==> src/rtl/mem_arbiter.sv <==
// mem_arbiter: shares one memory port between the instruction fetch requester
// and the load/store data requester. Round-robin on ties, registered
// downstream request, zero-bubble back-to-back grants and an optional
// watchdog that aborts an access the memory never completes.
module mem_arbiter #(
  parameter int ADDR_WIDTH     = 32,
  parameter int DATA_WIDTH     = 32,
  parameter int TIMEOUT_CYCLES = 0
) (
  input  logic                  clk,
  input  logic                  rst_n,
  input  logic                  imem_valid_i,
  output logic                  imem_ready_o,
  input  logic [ADDR_WIDTH-1:0] imem_addr_i,
  input  logic [DATA_WIDTH-1:0] imem_wdata_i,
  input  logic [3:0]            imem_we_i,
  output logic [DATA_WIDTH-1:0] imem_rdata_o,
  input  logic                  dmem_valid_i,
  output logic                  dmem_ready_o,
  input  logic [ADDR_WIDTH-1:0] dmem_addr_i,
  input  logic [DATA_WIDTH-1:0] dmem_wdata_i,
  input  logic [3:0]            dmem_we_i,
  output logic [DATA_WIDTH-1:0] dmem_rdata_o,
  output logic                  mem_valid_o,
  input  logic                  mem_ready_i,
  output logic [ADDR_WIDTH-1:0] mem_addr_o,
  output logic [DATA_WIDTH-1:0] mem_wdata_o,
  output logic [3:0]            mem_we_o,
  input  logic [DATA_WIDTH-1:0] mem_rdata_i,
  output logic                  err_o
);

  typedef enum logic [1:0] {
    ST_IDLE   = 2'd0,
    ST_BUSY_I = 2'd1,
    ST_BUSY_D = 2'd2
  } state_t;

  // Counter wide enough to hold TIMEOUT_CYCLES; one bit when the watchdog is off.
  localparam int              CNT_W       = $clog2(TIMEOUT_CYCLES + 2);
  localparam logic [CNT_W-1:0] TIMEOUT_VAL = CNT_W'(TIMEOUT_CYCLES);
  localparam bit              WD_EN       = (TIMEOUT_CYCLES > 0);

  state_t                  state_r;
  state_t                  state_nxt_s;
  logic                    last_d_r;     // 1: dmem was granted last, 0: imem
  logic                    mem_valid_r;
  logic [ADDR_WIDTH-1:0]   mem_addr_r;
  logic [DATA_WIDTH-1:0]   mem_wdata_r;
  logic [3:0]              mem_we_r;
  logic [CNT_W-1:0]        cnt_r;
  logic                    abort_r;      // high for the single abort cycle
  logic                    load_i_s;
  logic                    load_d_s;
  logic                    busy_s;
  logic                    mem_done_s;
  logic                    abort_nxt_s;
  logic                    cnt_en_s;

  assign busy_s     = (state_r != ST_IDLE);
  // A memory completion only counts while our request is actually presented.
  assign mem_done_s = mem_ready_i & mem_valid_r;
  // Abort is scheduled on the edge where the wait counter reaches the limit.
  assign abort_nxt_s = WD_EN & busy_s & ~abort_r & ~mem_ready_i &
                       (cnt_r == (TIMEOUT_VAL - CNT_W'(1)));
  assign cnt_en_s    = WD_EN & busy_s & ~mem_ready_i & (cnt_r != TIMEOUT_VAL);

  // Next-state and grant selection.
  always_comb begin
    state_nxt_s = state_r;
    load_i_s    = 1'b0;
    load_d_s    = 1'b0;
    case (state_r)
      ST_IDLE: begin
        if (imem_valid_i && dmem_valid_i) begin
          if (last_d_r) begin
            load_i_s = 1'b1;
          end else begin
            load_d_s = 1'b1;
          end
        end else if (imem_valid_i) begin
          load_i_s = 1'b1;
        end else if (dmem_valid_i) begin
          load_d_s = 1'b1;
        end else begin
          state_nxt_s = ST_IDLE;
        end
      end
      ST_BUSY_I: begin
        if (abort_r) begin
          state_nxt_s = ST_IDLE;
        end else if (mem_done_s) begin
          // imem_valid_i here belongs to the finished request; only dmem may follow.
          if (dmem_valid_i) begin
            load_d_s = 1'b1;
          end else begin
            state_nxt_s = ST_IDLE;
          end
        end else begin
          state_nxt_s = ST_BUSY_I;
        end
      end
      ST_BUSY_D: begin
        if (abort_r) begin
          state_nxt_s = ST_IDLE;
        end else if (mem_done_s) begin
          if (imem_valid_i) begin
            load_i_s = 1'b1;
          end else begin
            state_nxt_s = ST_IDLE;
          end
        end else begin
          state_nxt_s = ST_BUSY_D;
        end
      end
      default: begin
        state_nxt_s = ST_IDLE;
      end
    endcase
    if (load_i_s) begin
      state_nxt_s = ST_BUSY_I;
    end else if (load_d_s) begin
      state_nxt_s = ST_BUSY_D;
    end else begin
      state_nxt_s = state_nxt_s;
    end
  end

  // State register.
  always_ff @(posedge clk or negedge rst_n) begin
    if (!rst_n) begin
      state_r <= ST_IDLE;
    end else begin
      state_r <= state_nxt_s;
    end
  end

  // Downstream request registers, grant history and watchdog counter.
  always_ff @(posedge clk or negedge rst_n) begin
    if (!rst_n) begin
      mem_valid_r <= 1'b0;
      mem_addr_r  <= '0;
      mem_wdata_r <= '0;
      mem_we_r    <= 4'b0000;
      last_d_r    <= 1'b0;
      cnt_r       <= '0;
      abort_r     <= 1'b0;
    end else begin
      abort_r <= abort_nxt_s;
      if (load_i_s) begin
        mem_valid_r <= 1'b1;
        mem_addr_r  <= imem_addr_i;
        mem_wdata_r <= imem_wdata_i;
        mem_we_r    <= imem_we_i;
        last_d_r    <= 1'b0;
        cnt_r       <= '0;
      end else if (load_d_s) begin
        mem_valid_r <= 1'b1;
        mem_addr_r  <= dmem_addr_i;
        mem_wdata_r <= dmem_wdata_i;
        mem_we_r    <= dmem_we_i;
        last_d_r    <= 1'b1;
        cnt_r       <= '0;
      end else if (state_nxt_s == ST_IDLE) begin
        mem_valid_r <= 1'b0;
        cnt_r       <= '0;
      end else if (cnt_en_s) begin
        cnt_r <= cnt_r + CNT_W'(1);
      end else begin
        cnt_r <= cnt_r;
      end
    end
  end

  // Completion is forwarded combinationally; an abort completes with zero data.
  assign imem_ready_o = (state_r == ST_BUSY_I) & (mem_done_s | abort_r);
  assign dmem_ready_o = (state_r == ST_BUSY_D) & (mem_done_s | abort_r);
  assign imem_rdata_o = abort_r ? '0 : mem_rdata_i;
  assign dmem_rdata_o = abort_r ? '0 : mem_rdata_i;
  assign mem_valid_o  = mem_valid_r;
  assign mem_addr_o   = mem_addr_r;
  assign mem_wdata_o  = mem_wdata_r;
  assign mem_we_o     = mem_we_r;
  assign err_o        = abort_r;

endmodule

==> config.mk <==
export PLATFORM = sky130hd
export DESIGN_NAME = mem_arbiter
export DESIGN_NICKNAME = d
export VERILOG_FILES = /design/src/rtl/mem_arbiter.sv
export SDC_FILE = /design/constraint.sdc
export NUM_CORES = 1
export LEC_CHECK = 0
export BUFFER_PORTS_ARGS = -buffer_cell sky130_fd_sc_hd__buf_2
export CAP_MARGIN = 5
export CORE_AREA = 3 3 118 120
export DETAILED_ROUTE_END_ITERATION = 16
export DIE_AREA = 0 0 121 123
export GPL_TIMING_DRIVEN = 0
export HOLD_SLACK_MARGIN = 0.12
export PLACE_DENSITY = 0.74
export SYNTH_ARGS = -nofsm -noshare
export SYNTH_HDL_FRONTEND = slang
export SYNTH_SLANG_ARGS = --single-unit
==> constraint.sdc <==
create_clock -name clk -period 2.2 [get_ports clk]
set_clock_uncertainty 0.15 [all_clocks]
set_input_delay 0.11 -clock clk [delete_from_list [all_inputs] [get_ports clk]]
set_output_delay 0.11 -clock clk [all_outputs]
set_load 0.1 [all_outputs]
### After elaboration in Yosys (flattened, before gate mapping)

Cells that the tools add are included.

| operators by class | value |
|---|---|
| $add $sub $neg | 0 |
| eq/ne operators | 2 |
| bitwise logic cells | 3 |
| shifts and indexed selects | 0 |
| reduce and logical (&&, ||, !) cells | 5 |
| multipliers | 0 |
| multiplexer cells | 31 |
| divide/modulo/power cells | 0 |
| order comparisons | 0 |

Operator list:

| kind | number |
|---|---|
| $mux W32 | 4 |
| $mux W2 | 8 |
| $mux W1 | 14 |
| $mux W4 | 2 |
| $pmux W2 S3 | 1 |
| $logic_not A2 Y1 | 2 |
| $pmux W1 S2 | 2 |
| $and A1 B1 Y1 | 3 |
| $reduce_bool A3 Y1 | 1 |
| $eq A2 B1 Y1 const B | 1 |
| $eq A2 B2 Y1 const B | 1 |
| $reduce_bool A2 Y1 | 1 |
| $logic_and A1 B1 Y1 | 1 |

| storage, ports and cells | value |
|---|---|
| bits in writable memories | 0 |
| input bits | 173 |
| word-level logic and storage cells | 47 |
| bits in registers | 72 |
| latch bits | 0 |
| memories kept | 0 |
| output and inout bits | 136 |
| memory bits (read-only) | 0 |

### Longest topological paths before layout

| logic depth | value |
|---|---|
| word-level depth | 10 |
| mapped depth | 8 |
| gate-level depth less buffers | 3 |

### Least setup slack after synthesis

OpenSTA, ideal clock, no wires.

| timing | value |
|---|---|
| path kind | reg-to-reg |
| start point | reg mem_valid_r, in the netlist mem_valid_o |
| end point | reg state_r[1] |
| cell stages (with the launch flop) | 4 |
| setup slack | -1.671 ns |
| clock period less this slack | 3.871 ns |
| arrival | 3.639 ns |
| required time | 1.969 ns |
| library setup time | 0.081 ns |
| buffers on the path | 0 |
| cells stage by stage | dfrtp_1 > nand2_1 > nor3b_1 > o2bb2ai_1 |

| on the way | value |
|---|---|
| word-level cells in the longest chain between the ends | 5 |
| elaborated cells between the ends (all ways) | 10 |
| classes of those cells | mux (9); bitwise (1) |

Ends and longest elaborated chain:

| what | RTL line | RTL |
|---|---|---|
| start, declared | 47 | `logic mem_valid_r;` |
| start signal, assigned | 141 | `mem_valid_r <= 1'b0;` |
| start signal, assigned | 151 | `mem_valid_r <= 1'b1;` |
| start signal, assigned | 158 | `mem_valid_r <= 1'b1;` |
| $and A1 B1 Y1 * | 62 | `assign mem_done_s = mem_ready_i & mem_valid_r;` |
| $mux W2, or another cell as far along | 106 | `end else if (mem_done_s) begin` |
| $pmux W2 S3 or $pmux W1 S2 (tied branches) | 73 | `case (state_r)` |
| $mux W2 | 122 | `end else if (load_d_s) begin` |
| $mux W2 * | 120 | `if (load_i_s) begin` |
| via state_nxt_s[1] | 45 | `state_t state_nxt_s;` |
| end signal, assigned | 134 | `state_r <= state_nxt_s;` |
| end, declared | 44 | `state_t state_r;` |

The timed path passes the listed nets; every way through them passes the cells marked *.
A chain may end at the register's enable or synchronous reset.

### Worst setup path in the final report

| timing | value |
|---|---|
| start point | reg state_r[1] |
| end point | reg mem_addr_r[26], in the netlist mem_addr_o[26] |

| on the way | value |
|---|---|
| word-level cells in the longest chain between the ends | 3 |
| elaborated cells between the ends (all ways) | 7 |
| classes of those cells | eq/ne (2); mux (3); reduce/logical (2) |

Ends and longest elaborated chain:

| what | RTL line | RTL |
|---|---|---|
| $eq A2 B2 Y1, or another cell as far along | 73 |  |
| $pmux W1 S2 | 73 |  |
| $mux W32 or $reduce_bool A2 Y1 (tied branches) | -- |  |
| end signal, assigned | 152 | `mem_addr_r <= imem_addr_i;` |
| end signal, assigned | 159 | `mem_addr_r <= dmem_addr_i;` |
| end, declared | 48 | `logic [ADDR_WIDTH-1:0] mem_addr_r;` |

Several ways; a longest one is shown, not always the timed one.

==> flow_summary.ini <==
[run_status]
outcome = complete, no violations

[die]
fp-row-count = 42
die_x_um = 121
die_area_um2 = 14880
die_h_um = 123
ioPinCount = 309
coreArea_um2 = 13090
initial_utilization_pct = 38.15

[cells_and_area]
syn_to_final_growth_pct = 69.72
register_area_um2 = 1805
finalNonFillerCells = 1109
multi_input_comb_area_um2 = 2155
nFillCells = 974
design_area_um2 = 8473
n_antenna_cell = 0
drive_gt1_share_pct = 50.48
nets = 1101

[critical_path]
ff2ff_setup_slack_ps = 120
critPathRequiredTime_ps = 2290
crit_arrival_ps = 2160
r2r_start = state_r[1]$_DFF_PN0_
critPathKind = reg -> reg
ff2ff_path_depth = 7
end_kind = flop
start_kind = flop
path_max_fanout = 10
timing.rr.end = mem_addr_o[26]$_DFFE_PN0P_

[pwr]
p_comb_share_pct = 71.1
power.internal_mw = 5.446
swShare_pct = 62.16
p_seq_share_pct = 16.7
clkPwrFrac_pct = 12.2
p_per_area_nw_per_um2 = 1698
switching_power_mw = 8.944
ir_drop_uv = 1297
power_leakage_nw = 3.963

[sta]
fin_crit_sh_pct = 94.39
fin_ws_ps = 123.4
worst_slew_pin_slew_ps = 851.2
fmax_mhz = 481.6
fin_crit_ps = 2077
finalSetupViolCount = 0
finalMaxSlewViolations = 0
rsz0062_at_grt = no
max_slew_margin_pct = 43.07
hold_violations = 0
tns_ps = 0
worst_hold_slack_ps = 124.8

[clock_tree]
htreeDepth = 3
cts_made_buffers = 9
clock_sink_count = 72
clk_pin_slew_worst_paths_ps = 60
clock_path_buffers = 2
cts_tree = built
clockRootBuffer = clkbuf_16
clock_latency_ps = 330

[grt]
grt_pass1_vias = 6107
grt_use_met2_pct = 45.78
grt_max_degree = 42
antenna_found_initial = 0
grt_use_met1_pct = 30.22
grt-ovfl-total = 0
grt_usage_pct = 26.32
grt_first_pass_wirelength_um = 31140
grt_util_met3_pct = 5.947
grt-busiest-layer = met2

[placement]
place_hpwl_um = 12950
dp_slack_ps = -211.6
port_buffers = 275
place.gp.congestion = 0.8139
dpl.cell_count = 950
place_area_um2 = 6638

[logic_synthesis]
synthMuxAreaShare_pct = 0
yosysTopAreaCellShare_pct = 36.09
synth_cells = 498
syn-num-nets = 671
synth_compound_area_share_pct = 32.01
synth_top_cell_by_area = dfrtp_1
synth-xor-area-share_pct = 0
synth_top_family_by_area = compound AO/OA/AOI/OAI gates
ys_ff_latch = 72
yosys.area_share.adder_pct = 0
yosys.area_share.simple_pct = 10.13
yosysWarnings = 0
netlist_top_cells_area = dfrtp_1 36%, a311oi_2 20%, a211oi_1 10%, buf_4 9.9%, nor4_1 8.5%
netlist_area_um2 = 4992
syn-mean-instance-area_um2 = 10.02
synth.distinct_cells = 28
ys_seq_area_share_pct = 36.09

[flow_run]
drv_cap = 0

[route]
wire_per_inst_um = 18.76
drc = 0
drt_iter0_markers = 351
drt_wl_total_um = 20800
final_antenna_net_count = 0
vias = 5924
via_per_inst = 5.342
drt-pass1-iter-count = 7

[hold_path]
hold_path.class = in -> async
[final cells by class]
| cell class | instances | share of cell area [%] |
|---|---|---|
| Timing Repair Buffer | 421 | 33.58 |
| Clock inverter | 6 | 1.359 |
| Tap cell | 176 | 2.599 |
| Multi-Input combinational cell | 228 | 25.43 |
| Buffer | 126 | 9.805 |
| Inverter | 70 | 3.101 |
| Clock buffer | 10 | 2.820 |
| Sequential cell | 72 | 21.31 |
[metrics by stage]
step,util [%],power (mW)
3_5_place_dp,50.73,12.27
6_report,64.75,14.39
5_1_grt,64.75,14.92
4_1_cts,64.52,14.28
3_3_place_gp,50.55,12.18
2_1_floorplan,-,10.48
[Yosys cell counts (all sizes together)]
cell type and n:
nor2b 1, a21o 2, a31oi 1, clkbuf 39, nand2 3, buf 89, o2bb2ai 1, nand3 2
inv 70, conb 1, a211oi 68, nor2 1, or3 1, nor3 2, dfrtp 72, o21ai 1
a21oi 1, nand2b 2, nor4 68, a311oi 68, o221a 1, nor3b 2, a21boi 2
[cells by family after synthesis]
logic type,Yosys count
buf+inv,198
compound gates,145
simple gates,82
flops,72
other cells,1
[power groups by stage]
| stage | sequential (mW) | combinational, mW | clock (mW) |
|---|---|---|---|
| 2_1_floorplan | 6.93 | 3.55 | 0 |
| 3_3_place_gp | 2.37 | 9.81 | 0 |
| 3_5_place_dp | 2.38 | 9.89 | 0 |
| 4_1_cts | 2.38 | 10.1 | 1.77 |
| 5_1_grt | 2.46 | 10.6 | 1.84 |
| 6_report | 2.40 | 10.2 | 1.76 |
[state kept, by name (all words and copies together) (netlist names)]
signal	flops
last_d_r	1
mem_addr_o	32
mem_valid_o	1
mem_wdata_o	32
mem_we_o	4
state_r	2
[what timing repair did]
action,in CTS,in global routing
gates cloned,0,0
pin swaps,0,1
setup buffers,0,2
setup endpoints to repair,52,26
hold buffers,143,0
gates resized for setup,10,12
endpoints found under the hold margin,143,0
[cells in the final DEF, fill, tap and decap left out, types with 2 or more instances in the layout]
cell type      Yosys  routed
buf_2             13     287
dlygate4sd3_1      0     143
dfrtp_1           72      71
inv_1             70      70
a211oi_1          68      68
nor4_1            68      68
a311oi_2          68      68
buf_4             66      68
clkbuf_1          38      25
clkbuf_2           1      12
buf_6             10      11
clkbuf_16          0       9
nand2_1            3       3
bufinv_16          0       3
nor3b_4            0       2
a21o_1             2       2
[worst max-delay path: stages, from the launching register on]
cell      delay [ps]
dfrtp_1          350
buf_2            180
nand2b_1         150
buf_2            170
a21o_1           160
buf_2            170
clkbuf_2         280
a311oi_2         350
[worst max-delay path by stage]
stage	from	endpoint	depth (start not counted)
after detailed placement	state_r[1]$_DFF_PN0_	mem_wdata_o[27]$_DFFE_PN0P_	6
final	state_r[1]$_DFF_PN0_	mem_addr_o[26]$_DFFE_PN0P_	7
after CTS	state_r[1]$_DFF_PN0_	mem_wdata_o[13]$_DFFE_PN0P_	7
after floorplan	mem_valid_o$_DFFE_PN0P_	state_r[1]$_DFF_PN0_	3
after global placement	state_r[1]$_DFF_PN0_	mem_wdata_o[27]$_DFFE_PN0P_	6
after global routing	state_r[1]$_DFF_PN0_	mem_addr_o[26]$_DFFE_PN0P_	7
[metal layers]
metal  vias to the layer above  part of all wire (%)
met1                      2836                    37
met4                         0                   3.9
met2                       349                    51
met5                         -                     0
li1                       2673                     -
met3                        66                   8.3
(Power assumes the default switching activity.)
